`src/rtl/rr_slot_arbiter_pkg.sv`:
```
// rtl/rr_slot_arbiter_pkg.sv - shared types, widths and pointer helper for the slot arbiter
package rr_slot_arbiter_pkg;

    typedef enum logic {
        IDLE  = 1'b0,
        GRANT = 1'b1
    } arb_state_t;

    localparam int HOLD_CNT_W = 16;

    // Modulo advance of a requester index; wraps from num-1 back to 0.
    function automatic int ptr_inc(input int ptr, input int num);
        return (ptr >= num - 1) ? 0 : ptr + 1;
    endfunction

endpackage

```
`src/rtl/rr_priority_pick.sv`:
```
// rtl/rr_priority_pick.sv - rotate-and-find-first over the eligible vector, starting at start
module rr_priority_pick
    import rr_slot_arbiter_pkg::*;
#(
    parameter int NUM_REQ = 5,
    parameter int PTR_W   = 3
) (
    input  logic [NUM_REQ-1:0] eligible,
    input  logic [PTR_W-1:0]   start,
    output logic               found,
    output logic [PTR_W-1:0]   idx
);

    logic [2*NUM_REQ-1:0] doubled;
    logic [NUM_REQ-1:0]   rotated;
    int                   pos;

    // Bit i of rotated is requester (start + i) mod NUM_REQ.
    assign doubled = {eligible, eligible} >> start;
    assign rotated = doubled[NUM_REQ-1:0];

    always_comb begin
        found = 1'b0;
        idx   = '0;
        pos   = int'(start);
        for (int i = 0; i < NUM_REQ; i++) begin
            if (!found && rotated[i]) begin
                found = 1'b1;
                idx   = PTR_W'(pos);
            end
            pos = ptr_inc(pos, NUM_REQ);
        end
    end

endmodule

```
`src/rtl/rr_slot_arbiter.sv`:
```
// rtl/rr_slot_arbiter.sv - round-robin arbiter with per-grant hold limit and one-hot select
module rr_slot_arbiter
    import rr_slot_arbiter_pkg::*;
#(
    parameter int  NUM_REQ  = 5,
    parameter int  MAX_HOLD = 8,
    localparam int PTR_W    = $clog2(NUM_REQ)
) (
    input  logic               clk,
    input  logic               reset,
    input  logic [NUM_REQ-1:0] req,
    input  logic [NUM_REQ-1:0] enable_mask,
    output logic [NUM_REQ-1:0] gnt,
    output logic               gnt_valid,
    output logic [PTR_W-1:0]   gnt_id,
    output logic               preempt,
    output logic [PTR_W-1:0]   next_ptr
);

    localparam logic [HOLD_CNT_W-1:0] HOLD_LIMIT = HOLD_CNT_W'(MAX_HOLD);

    arb_state_t            state;
    logic [HOLD_CNT_W-1:0] hold_cnt;
    logic                  pick_found;
    logic [PTR_W-1:0]      pick_idx;
    logic                  owner_active;
    logic [PTR_W-1:0]      after_owner;

    rr_priority_pick #(
        .NUM_REQ (NUM_REQ),
        .PTR_W   (PTR_W)
    ) u_pick (
        .eligible (req & enable_mask),
        .start    (next_ptr),
        .found    (pick_found),
        .idx      (pick_idx)
    );

    assign owner_active = req[gnt_id] & enable_mask[gnt_id];
    assign after_owner  = PTR_W'(ptr_inc(int'(gnt_id), NUM_REQ));
    assign gnt_valid    = |gnt;

    always_ff @(posedge clk or negedge reset) begin
        if (!reset) begin
            state    <= IDLE;
            gnt      <= '0;
            gnt_id   <= '0;
            preempt  <= 1'b0;
            next_ptr <= '0;
            hold_cnt <= '0;
        end else begin
            preempt <= 1'b0;
            if (state == IDLE) begin
                if (pick_found) begin
                    state    <= GRANT;
                    gnt      <= NUM_REQ'(1) << pick_idx;
                    gnt_id   <= pick_idx;
                    hold_cnt <= HOLD_CNT_W'(1);
                end
            end else begin
                // Owner dropping out wins over the hold limit, so preempt only marks a forced release.
                if (!owner_active) begin
                    state    <= IDLE;
                    gnt      <= '0;
                    hold_cnt <= '0;
                    next_ptr <= after_owner;
                end else if (MAX_HOLD != 0 && hold_cnt == HOLD_LIMIT) begin
                    state    <= IDLE;
                    gnt      <= '0;
                    hold_cnt <= '0;
                    next_ptr <= after_owner;
                    preempt  <= 1'b1;
                end else if (hold_cnt != '1) begin
                    hold_cnt <= hold_cnt + 1'b1;
                end
            end
        end
    end

endmodule

```
`config.mk`:
```
export PLATFORM = sky130hd
export DESIGN_NAME = rr_slot_arbiter
export DESIGN_NICKNAME = d
export VERILOG_FILES = /design/src/rtl/rr_slot_arbiter_pkg.sv /design/src/rtl/rr_priority_pick.sv /design/src/rtl/rr_slot_arbiter.sv
export SDC_FILE = /design/constraint.sdc
export NUM_CORES = 1
export LEC_CHECK = 0
export CORE_MARGIN = 2
export CORE_UTILIZATION = 60
export CTS_CLUSTER_DIAMETER = 100
export DETAILED_ROUTE_END_ITERATION = 16
export MAX_ROUTING_LAYER = met4
export PLACE_DENSITY = 0.84
export SLEW_MARGIN = 20
export SYNTH_ARGS = -nofsm -noshare
export SYNTH_HDL_FRONTEND = slang
export SYNTH_SLANG_ARGS = --single-unit
```
`constraint.sdc`:
```
create_clock -name clk -period 5.37 [get_ports clk]
set_input_delay 0.8055 -clock clk [delete_from_list [all_inputs] [get_ports clk]]
set_output_delay 0.8055 -clock clk [all_outputs]
set_load 0.02 [all_outputs]
```
Word-level counts from Yosys, hierarchy flattened
Index checks and enable logic that the tools add are counted.

word-level totals
  register bits = 29
  latch bits = 0
  RAM bits = 0
  bits in read-only memories = 0
  logic and storage cells = 79
  memories kept = 0

operators by class
  $add $sub $neg = 6
  $mul = 0
  div/mod/pow operators = 0
  $lt $le $gt $ge = 6
  eq/ne operators = 5
  shift operators = 2
  mux-type cells = 37
  bitwise logic cells = 3
  reductions and logical operators = 14

operator list
  cell                                                        count
  >= comparator 32 x 4 -> 1 bit, second input constant        3
  2-to-1 mux 32 bit                                           3
  2-to-1 mux 16 bit                                           5
  adder 32 x 2 -> 32 bit, second input constant               2
  2-to-1 mux 3 bit                                            9
  2-to-1 mux 5 bit                                            4
  adder 16 x 1 -> 16 bit, second input constant               1
  equality test 16 x 4 -> 1 bit, second input constant        1
  != test 16 bit, second input constant                       1
  2-to-1 mux 1 bit                                            14
  >> shifter 10 x 3 -> 5 bit                                  1
  AND reduction 2 bit                                         4
  binary-select mux 1 bit (select 3 bit)                      2
  >= comparator 3 bit, second input constant                  2
  bitwise AND 5 bit                                           1
  OR reduction 5 bit                                          1
  << shifter 1 x 3 -> 5 bit, first input constant             1
  adder 3 x 1 -> 4 bit, second input constant                 1
  logical AND 1 bit                                           4
  logical NOT 1 bit                                           4
  less-than comparator 3 x 4 -> 1 bit, second input constant  1
  != test 4 x 2 -> 1 bit, second input constant               1
  adder 3 x 1 -> 3 bit, second input constant                 1
  adder 3 x 2 -> 3 bit, second input constant                 1
  5 further kinds                                             5

Logic depth before layout (Yosys ltp)
Gate-level depths: netlist of the first run.

  word-level depth = 18
  mapped depth = 18
  mapped depth without buffers = 17

Modules after synthesis
Synthesis of the first run repeated with hierarchy kept, for this count alone.

unflattened totals
  cells, all modules = 260
  area, all modules = 2323.5 um^2

modules (own cells, without submodules)
  module            times used  cells each  area each (um^2)
  rr_slot_arbiter   1           178         1706.6
  rr_priority_pick  1           82          616.8

Worst setup path after synthesis of the first run
No wires, ideal clock.

  path kind = register to register
  from = register next_ptr[0]
  to = register gnt[3]
  library setup time = 121 ps
  data arrival time = 3330 ps
  required time = 5249 ps
  path slack = 1919 ps
  cell stages (with the launch flop) = 19
  path buffers = 1
  clock period less this slack = 3451 ps
  path through = dfrtp_1 buf_6 inv_4 ha_1 inv_1 nor2_1 ha_1 and2_1 ha_1 nand2_1 inv_1 ha_1 nand2_1 a2111oi_0 a41oi_1 a2111oi_2 o32a_1 nor2_1 a22o_1

on the way
  longest elaborated chain between the ends = 17
  elaborated cells between the ends (all ways) = 36
  classes of those cells = 4 x add/sub; 4 x order compare; 2 x shift; 16 x mux; 10 x reduce/logical

ends and longest elaborated chain
  item                                                                             RTL line               RTL
  start: declaration                                                               rr_slot_arbiter.sv:17  output logic [PTR_W-1:0] next_ptr
  start signal: assignment                                                         rr_slot_arbiter.sv:66  next_ptr <= after_owner;
  start signal: assignment                                                         rr_slot_arbiter.sv:71  next_ptr <= after_owner;
  parallel branches: the longest is 17 deep, another holds adder 32 x 2 -> 32 bit  n/a
  end signal: assignment                                                           rr_slot_arbiter.sv:56  gnt <= NUM_REQ'(1) << pick_idx;
  end: declaration                                                                 rr_slot_arbiter.sv:13  output logic [NUM_REQ-1:0] gnt,

Several ways; the timed one is not identified. The select of a mux whose other input is x is not followed.
A chain may end at the register's enable or synchronous reset.

Worst setup path in the final report of the first run
Same ends and word-level chain as after synthesis.

==> reports/results.tsv, run 1 <==
metric	value	unit
CTS Root Cell	clkbuf_8	
CTS Sinks	29	
post-synthesis sequential area ratio	0.320	
CP Capture Point	gnt[3]	
via count of the first global-routing pass	1863	
largest net degree at the start of global routing	30	
count leader, synth	nand2_1	
synthesized instance count	250	
crit path cell chain	inv_4 -> ha_1 -> inv_1 -> nor2_1 -> ha_1 -> and2_1 -> ha_1 -> nand2_1 -> inv_1 -> ha_1 -> nand2_1 -> a2111oi_0 -> a41oi_1 -> a2111oi_2 -> o32a_1 -> nor2_1 -> a22o_1	
number of DRC markers in iteration 0	152	
crit-path max cell delay	0.65	ns
setup_tns	0	ns
vias post-DR	2006	
Least-Margin Pin Slew	0.623	ns
Ys Warns	0	
hold buffers post-CTS	0	
average size of a mapped cell	9.08	sq um
GPL Wtd Cong	0.933	
worst hold path type	reg -> reg	
Worst-Skew Late Latency	0.28	ns
CP startpoint	next_ptr[0]	
cts bufs inserted	5	
run status	complete, no violations	
Max VDD drop	0.336	mV
Max Buffers Root-to-Sink	2	
number of flops mapped to enable cells by yosys	0	
# rows	22	
worst r2r path cells	17	
num ports	25	
Antenna Violating Nets Remaining	0	
reg2reg end	gnt[3]	
Die Y	65.5	microns
unrepaired setup endpoints after global routing	no	
layout cell share with drive strength beyond 1	0.0876	
cell count after placement	314	
Area Growth Syn to Fin	14.2	%
Post-DP HPWL	3980	microns
Period Utilization, post-route	0.721	
P_leak	1.04	nW
WL final	5210	microns
Pwr per Cell Area	557	nW/um^2
die width	65.5	microns
CP arrival	4.04	ns
Startpoint Class	flop	
number of max-cap violations	0	
cts repair resizes	0	
skew final	0.00464	ns
CP Capture Type	flop	
Diodes inserted	0	
drt wl/cell	16.2	microns
total global-route track usage	0.276	
crit-path max FO	13	
Post-synth top cells	nand2_1 (31), dfrtp_1 (29), nor2_1 (19)	
post-synth top area cell	dfrtp_1	
drc violations	0	
FF-to-FF Start	next_ptr[0]	
setup bufs post-CTS	0	
design area	2590	sq um
Synth Flop Type	dfrtp_1	
Finish-stage setup viols	0	
gr ovfl total	0	
Overall Power	1.44	mW
final core utilization	0.708	
Synth Cell Area	2270	sq um
non-filler cells, final	322	
placed cell area	2510	sq um
fmax	258	MHz
final hold vios	0	
Initial Util	0.620	
NumNets Final	294	
CTS tree	done	
share of the synthesized area in the top cell type	0.320	
worst rel slew slack	0.585	
Vias/cell	6.23	
H-tree level count	2	
Pins Over Slew Limit	0	
initial antenna violation count	0	
Final min period	3.87	ns
Die ar.	4290	sq um
syn_nets	271	
Synth async-reset ratio	1.00	
core area	3660	sq um
first-pass GRT wire length	8810	microns
synthesis-stage register bit count	29	
Crit path top cell by count	ha_1	
drt pass-1 iters	4	
Port Buffers	24	
critical path data required time	5.54	ns
Setup Crit Path Kind	reg -> reg	
dominant cells by area after synthesis	dfrtp_1 (32%), mux4_2 (6.0%), nand2_1 (5.1%)	
register clock-pin slew on the reported worst setup and hold paths	0.06	ns
critical path's slowest cell	dfrtp_1	
R2R setup slack	1.50	ns
post-synth cell types	54	
## worst max-delay path: cells and delay by family (launching register included)
| kind | cells | cell delay, ns |
|---|---|---|
| AOI/OAI and AO/OA | 5 | 1.40 |
| adders and majority gates | 4 | 1.04 |
| DFF | 1 | 0.65 |
| and+or+nand+nor | 5 | 0.40 |
| buffers and inverters | 3 | 0.27 |
## registers in the layout (all words and copies together), names as in the netlist
name and cells:
hold_cnt 16, preempt 1, gnt 5, state 1
gnt_id 3, next_ptr 3
## per-layer routing
layer  GRT usage  vias up  part of all wire
met3      0.0497        8             0.045
met5           -        -                 0
li1            -      976                 -
met4      0.0807        0             0.015
met2       0.448       55              0.49
met1       0.358      967              0.45
## cell type report
cell class / count / area (sq um)
multi-input cells: 200 / 1430
fillers: 287 / 1070
flip-flops and latches: 29 / 726
repair buffers: 25 / 248
clock buffers: 6 / 72.6
well taps: 48 / 60.1
inverters: 12 / 47.5
clock inverters: 2 / 10.0
## power breakdown
part	internal, mW	total (mW)	switching (mW)
registers	0.262	0.362	0.0998
logic	0.377	0.911	0.533
clock network	0.0895	0.171	0.0817
## stage by stage
step,worst slack [ns],hold slack (ns)
2_1_floorplan,1.92,0.506
3_3_place_gp,1.68,0.508
6_report,1.50,0.517
5_1_grt,1.21,0.537
4_1_cts,1.51,0.522
3_5_place_dp,1.54,0.505
## layout by cell type, fill, tap and decap left out, types with 6 or more instances in the layout
| cell | n |
|---|---|
| inv_1 | 9 |
| ha_1 | 9 |
| a21oi_1 | 10 |
| nor2_1 | 19 |
| nand4_1 | 7 |
| dfrtp_1 | 29 |
| mux4_2 | 6 |
| clkdlybuf4s50_1 | 24 |
| o21a_1 | 7 |
| and2_1 | 11 |
| nand2b_1 | 7 |
| nand2_1 | 31 |
| o21ai_0 | 16 |
## logic make-up after synthesis
kind of cell	count (synthesis)	share of synthesized area
flops	29	0.320
buf+inv	21	0.0513
mux	11	0.0926
compound gates	68	0.217
simple gates	107	0.250
fa+ha+maj	9	0.0496
xor+xnor	5	0.0193
## how the worst min path moves through the flow
stage               startpoint     end  slack [ns]  depth (start not counted)
CTS                     gnt[0]  gnt[0]        0.52                          1
finish                  gnt[0]  gnt[0]        0.52                          1
global route            gnt[0]  gnt[0]        0.54                          1
detailed placement      gnt[0]  gnt[0]        0.50                          1
floorplan                reset  gnt[0]        0.51                          0
global placement        gnt[0]  gnt[0]        0.51                          1
No activity file was read; power rests on OpenSTA's default activity.
==> run 2, diff against run 1 <==
CORE_UTILIZATION = 57   (was 60)
PLACE_DENSITY = 0.81   (was 0.84)
clock period = 3.8 ns   (was 5.37 ns; I/O delays follow)
==> run 2 against run 1 <==
- sequential share of layout area fell by 0.44 points
- maximum frequency rose by 11%
- global-route usage fell by 1.2 points
- combinational power rose by 49%
- wire length fell by 3.9%
- die area rose by 4.9%
- total power rose by 45%
- first-iteration DRC count fell by 39%
- final area rose by 1.6%
- critical path depth did not move
- sequential cell count did not move
- critical endpoint unchanged
- largest power group unchanged
==> reports/results.tsv, run 2 (synthesis gave the netlist of run 1 again) <==
metric	value	unit	change
run status	complete, no violations		
hold path depth	1		unchanged
crit-path max FO	6		-7
drc violations	0		unchanged
Startpoint Class	flop		
Vias/cell	6.21		-0.28%
cts bufs inserted	5		unchanged
cts repair resizes	0		unchanged
worst rel slew slack	0.676		+0.0915
Die Y	67.1	microns	+2.4%
internal power	1.09	mW	+49%
drt pass-1 iters	4		unchanged
initial antenna violation count	0		unchanged
GR Util met1	0.391		+0.0325
gr ovfl total	0		unchanged
switching part of the total	0.481		-0.0139
GR Layer Usage met3	0.0507		+0.00102
Most Crowded Layer GR	met1		
Diodes inserted	0		unchanged
register clock-pin slew on the reported worst setup and hold paths	0.07	ns	about the same
Largest register FFs	16		unchanged
Period Utilization, post-route	0.918		+0.197
Area Growth Syn to Fin	16.0	%	
number of max-cap violations	0		unchanged
Max Buffers Root-to-Sink	2		unchanged
worst hold path type	reg -> reg		
Overall Power	2.09	mW	+45%
P_leak	1.06	nW	+2.4%
Die ar.	4500	sq um	+4.9%
drt wl/cell	15.4	microns	-4.8%
Max VDD drop	0.516	mV	+54%
first-pass GRT wire length	8720	microns	-1.0%
most flop-heavy register	hold_cnt		
Worst-Skew Late Latency	0.28	ns	about the same
H-tree level count	2		unchanged
core area	3740	sq um	+2.3%
number of DRC markers in iteration 0	92		-39%
skew final	0.00886	ns	+0.00421 ns
Antenna Violating Nets Remaining	0		unchanged
Port Buffers	24		unchanged
setup_tns	0	ns	unchanged
setup bufs post-CTS	0		unchanged
unrepaired setup endpoints after global routing	no		
total global-route track usage	0.265		-0.0117
# rows	22		unchanged
largest registers	hold_cnt: 16 flops, gnt: 5 flops		
via count of the first global-routing pass	1847		-0.86%
met2 GRT Util	0.365		-0.0826
critical path data required time	3.97	ns	-1.57 ns
placed cell area	2530	sq um	+0.90%
power share of the clock group	0.134		+0.015
Switching Power	1.01	mW	+41%
CP arrival	3.66	ns	-0.38 ns
num ports	25		unchanged
final core utilization	0.703		-0.00458
Flop pwr share	0.218		-0.033
Setup Crit Path Kind	reg -> reg		
Pins Over Slew Limit	0		unchanged
highest-count cells in the layout ignoring fill and taps	nand2_1 (31), dfrtp_1 (29), clkdlybuf4s50_1 (24)		
hold buffers post-CTS	0		unchanged
final hold vios	0		unchanged
WL final	5010	microns	-3.9%
Least-Margin Pin Slew	0.485	ns	-0.137 ns
Pwr per Cell Area	796	nW/um^2	+43%
Initial Util	0.606		-0.0137
CTS Sinks	29		unchanged
Finish-stage setup viols	0		unchanged
fmax	287	MHz	+11%
CTS Root Cell	clkbuf_8		
commonest non-fill, non-tap cell in the layout	nand2_1		
layout cell share with drive strength beyond 1	0.101		+0.0135
NumNets Final	297		+1.0%
design area	2630	sq um	+1.6%
die width	67.1	microns	+2.4%
Comb power frac	0.648		+0.017
Final min period	3.49	ns	-0.385 ns
largest net degree at the start of global routing	30		unchanged
Post-DP HPWL	3720	microns	-6.5%
worst r2r path cells	17		unchanged
CP Capture Type	flop		
CTS tree	done		
vias post-DR	2019		+0.65%
GPL Wtd Cong	0.890		-4.6%
-- run 2: changes by cell type in the layout (fill, tap and decap cells not counted) --
cell | before | now
clkbuf_8 | 5 | 7
clkbuf_1 | 1 | 0
clkinv_2 | 2 | 1
buf_4 | 1 | 4
-- run 2: per-layer routing --
layer / share of wire / routed length (microns)
met1: 0.50 / 2500
met2: 0.42 / 2090
met3: 0.068 / 340
met4: 0.015 / 74
met5: 0 / 0
-- run 2: power groups by stage --
stage | Sequential (mW) | Combinational (mW) | Clock, mW
global placement | 0.457 | 1.33 | 0
global route | 0.468 | 1.52 | 0.296
floorplan | 0.493 | 1.01 | 0
finish | 0.456 | 1.36 | 0.281
detailed placement | 0.459 | 1.34 | 0
CTS | 0.456 | 1.35 | 0.287
-- run 2: path summary, 6_finish.rpt --
check,endpoint,from,slack [ns]
max,gnt[3],next_ptr[0],0.31
min,gnt[1],gnt[1],0.52
max reg2reg,gnt[3],next_ptr[0],0.31
min reg2reg,gnt[1],gnt[1],0.52
max in group asynchronous,hold_cnt[15],reset,2.84
min in group asynchronous,gnt[1],reset,0.67
-- run 2: final cells by class --
cell class / count / area [sq um]
multi-input cells: 200 / 1430
clock buffers: 7 / 96.3
inverters: 12 / 47.5
fillers: 301 / 1110
flip-flops and latches: 29 / 726
repair buffers: 28 / 270
clock inverters: 1 / 5.00
well taps: 48 / 60.1
-- run 2: per-stage QoR --
step                      hold WS [ns]  std cells  worst slack, ns
after floorplan                  0.274        250            0.349
after global placement           0.509        317            0.471
after CTS                        0.530        325            0.360
final                            0.522        325            0.311
after global routing             0.551        325           0.0947
after detailed placement         0.515        317            0.385
-- run 2: worst max-delay path, cell delays in order, from the launching register on --
cell and delay, ns:
dfrtp_1 0.39, inv_4 0.07, ha_1 0.31, inv_1 0.08, nor2_1 0.05, ha_1 0.27
and2_1 0.16, ha_1 0.28, nand2_1 0.08, inv_1 0.07, ha_1 0.15, nand2_1 0.05
a2111oi_0 0.37, a41oi_1 0.10, a2111oi_2 0.45, o32a_1 0.24, nor2_1 0.05, a22o_1 0.21
==> RTL change (config.mk and constraints of run 2) <==
Change the package constant `HOLD_CNT_W` from 16 to 12.
--- a/src/rtl/rr_slot_arbiter_pkg.sv
+++ b/src/rtl/rr_slot_arbiter_pkg.sv
@@ -7,5 +7,5 @@
     } arb_state_t;
 
-    localparam int HOLD_CNT_W = 16;
+    localparam int HOLD_CNT_W = 12;
 
     // Modulo advance of a requester index; wraps from num-1 back to 0.
Check against the original RTL: no difference found for any inputs over 10 cycles, from zero or initial values and one cycle with reset low; that may be too few to reach the edited logic, so the function may still have changed.
==> RTL change against run 2 <==
- sequential share of layout area down 0.81 points
- design area down 11%
- routed wire length down 12%
- area after synthesis down 8.3%
- maximum frequency up 10%
- sequential cell count down 4
- clock power down 59%
- via count down 12%
- count of clock-buffer cells in the layout down 3
- total power down 12%
- highest routed layer unchanged
- worst setup slack better by 0.32 ns
- critical path depth down 5
==> RTL change: results (changes against run 2) <==
| Metric | Value |
|---|---|
| Worst Clk Skew | 0.00295 ns (was 0.00886 ns) |
| Clk root buf | clkbuf_4 (was clkbuf_8) |
| Max IR drop VDD | 0.583 mV (was 0.516 mV) |
| Synth Area in Compound Gates | 0.254 (was 0.217) |
| RD Place Congestion | 0.884 (was 0.890) |
| Hold Path Class | in2async (was reg2reg) |
| First-pass GRT wire length | 7680 um (was 8720 um) |
| Post-synthesis adder-cell area fraction | 0.0601 (was 0.0496) |
| Biggest regs | hold_cnt (12), gnt (5) (was hold_cnt (16), gnt (5)) |
| Top cells by area, synth | dfrtp_1 30%, ha_1 6.0%, nand2_1 4.3%, nand3_1 2.9%, o31ai_1 2.9% (was dfrtp_1 32%, mux4_2 6.0%, nand2_1 5.1%, ha_1 5.0%, o21ai_0 3.5%) |
| CTS buffer count | 3 (was 5) |
| Actual slew at the worst max-slew pin | 0.611 ns (was 0.485 ns) |
| Status | complete, no violations (unchanged) |
| Iter 0 DRT Violations | 124 (was 92) |
| Total Wirelength | 4420 um (was 5010 um) |
| Ys Warns | 0 (unchanged) |
| First-pass iteration count of the detailed router | 4 (unchanged) |
| H-Tree Depth | 1 (was 2) |
| Unique masters post-synth | 70 (was 54) |
| Post-synthesis mux area share | 0.0379 (was 0.0926) |
| Vias in the first global route | 1,587 (was 1,847) |
| Post-synth top cells | 25 x dfrtp_1, 24 x nand2_1, 12 x inv_1, 12 x nand3_1, 10 x ha_1 (was 31 x nand2_1, 29 x dfrtp_1, 19 x nor2_1) |
| XOR/XNOR Fraction of Synth Area | 0.0120 (was 0.0193) |
| Nets | 266 (was 297) |
| DP Worst Slack | 0.622 ns (was 0.385 ns) |
| Critical Path Fanout Max | 21 (was 6) |
| Slowest cell on the critical path | dfrtp_1 (was a2111oi_2) |
| Post-synthesis sequential area ratio | 0.300 (was 0.320) |
| Largest stage delay on the critical path | 0.75 ns (was 0.45 ns) |
| Total GRT Usage | 0.243 (was 0.265) |
| Placed wire-length estimate | 3340 um (was 3720 um) |
| Critical Path AT | 3.40 ns (was 3.66 ns) |
| R2R depth | 12 (was 17) |
| Largest net degree at the start of global routing | 26 (was 30) |
| Share of layout cells above drive strength 1 | 0.198 (was 0.101) |
| Clock transition at the registers of the reported paths | 0.12 ns (was 0.07 ns) |
| # port buffers | 24 (unchanged) |
| Pleak | 0.960 nW (was 1.06 nW) |
| Syn_nets | 242 (was 271) |
| Vias | 1,773 (was 2,019) |
| Worst-skew pair later-pin latency | 0.32 ns (was 0.28 ns) |
## RTL change: stage by stage
stage	util	instance area (um^2)	std cells	power, mW
after global routing	0.685	2340	289	2.02
final	0.685	2340	289	1.85
after CTS	0.686	2340	289	1.85
after detailed placement	0.678	2320	285	1.73
after global placement	0.678	2320	285	1.71
after floorplan	-	2080	220	1.45
## RTL change: path summary, 6_finish.rpt
path,slack [ns],end,startpoint
hold reg to reg,0.56,gnt[3]$_DFFE_PN0P_,gnt[3]$_DFFE_PN0P_
hold / removal,0.21,next_ptr[0]$_DFFE_PN0P_,reset
min in group clk,0.56,gnt[3]$_DFFE_PN0P_,gnt[3]$_DFFE_PN0P_
max in group asynchronous,3.23,gnt_id[1]$_DFFE_PN0P_,reset
setup reg to reg,0.63,gnt[0]$_DFFE_PN0P_,next_ptr[2]$_DFFE_PN0P_
setup / recovery,0.63,gnt[0]$_DFFE_PN0P_,next_ptr[2]$_DFFE_PN0P_
## RTL change: layout make-up
class	count	area (um^2)
fillers	298	1080
well taps	46	57.6
repair buffers	28	265
inverters	13	48.8
clock buffers	4	26.3
multi-input cells	173	1320
flip-flops and latches	25	626
## RTL change: where the power goes
group	internal (mW)	leakage (nW)	switching (mW)	total, mW
Clock	0.0411	0.0150	0.0748	0.116
Sequential	0.329	0.335	0.0919	0.421
Combinational	0.537	0.610	0.779	1.32
## RTL change: cell families (layout without fill, tap and decap cells)
family / count (synthesis) / count (layout)
and+or+nand+nor: 92 / 92
AOI/OAI and AO/OA: 63 / 63
DFF: 25 / 25
buffers and inverters: 22 / 45
adders and majority gates: 10 / 10
muxes: 6 / 6
xor gates and xnor gates: 2 / 2
## RTL change: layer usage
layer / part of all wire / global-route usage / routed length (um) / up-vias
met5: 0 / - / 0 / -
met4: 0.0088 / 0.0559 / 39 / 0
met3: 0.069 / 0.0417 / 306 / 5
met2: 0.41 / 0.336 / 1810 / 65
met1: 0.51 / 0.373 / 2270 / 823
li1: - / - / - / 880
## RTL change: worst max-delay path, delay by kind of cell, from the launching register on
kind / cells / cell delay (ns)
adders and majority gates: 3 / 0.81
and+or+nand+nor: 4 / 0.71
DFF: 1 / 0.75
AOI/OAI and AO/OA: 4 / 0.75
buffers and inverters: 1 / 0.06
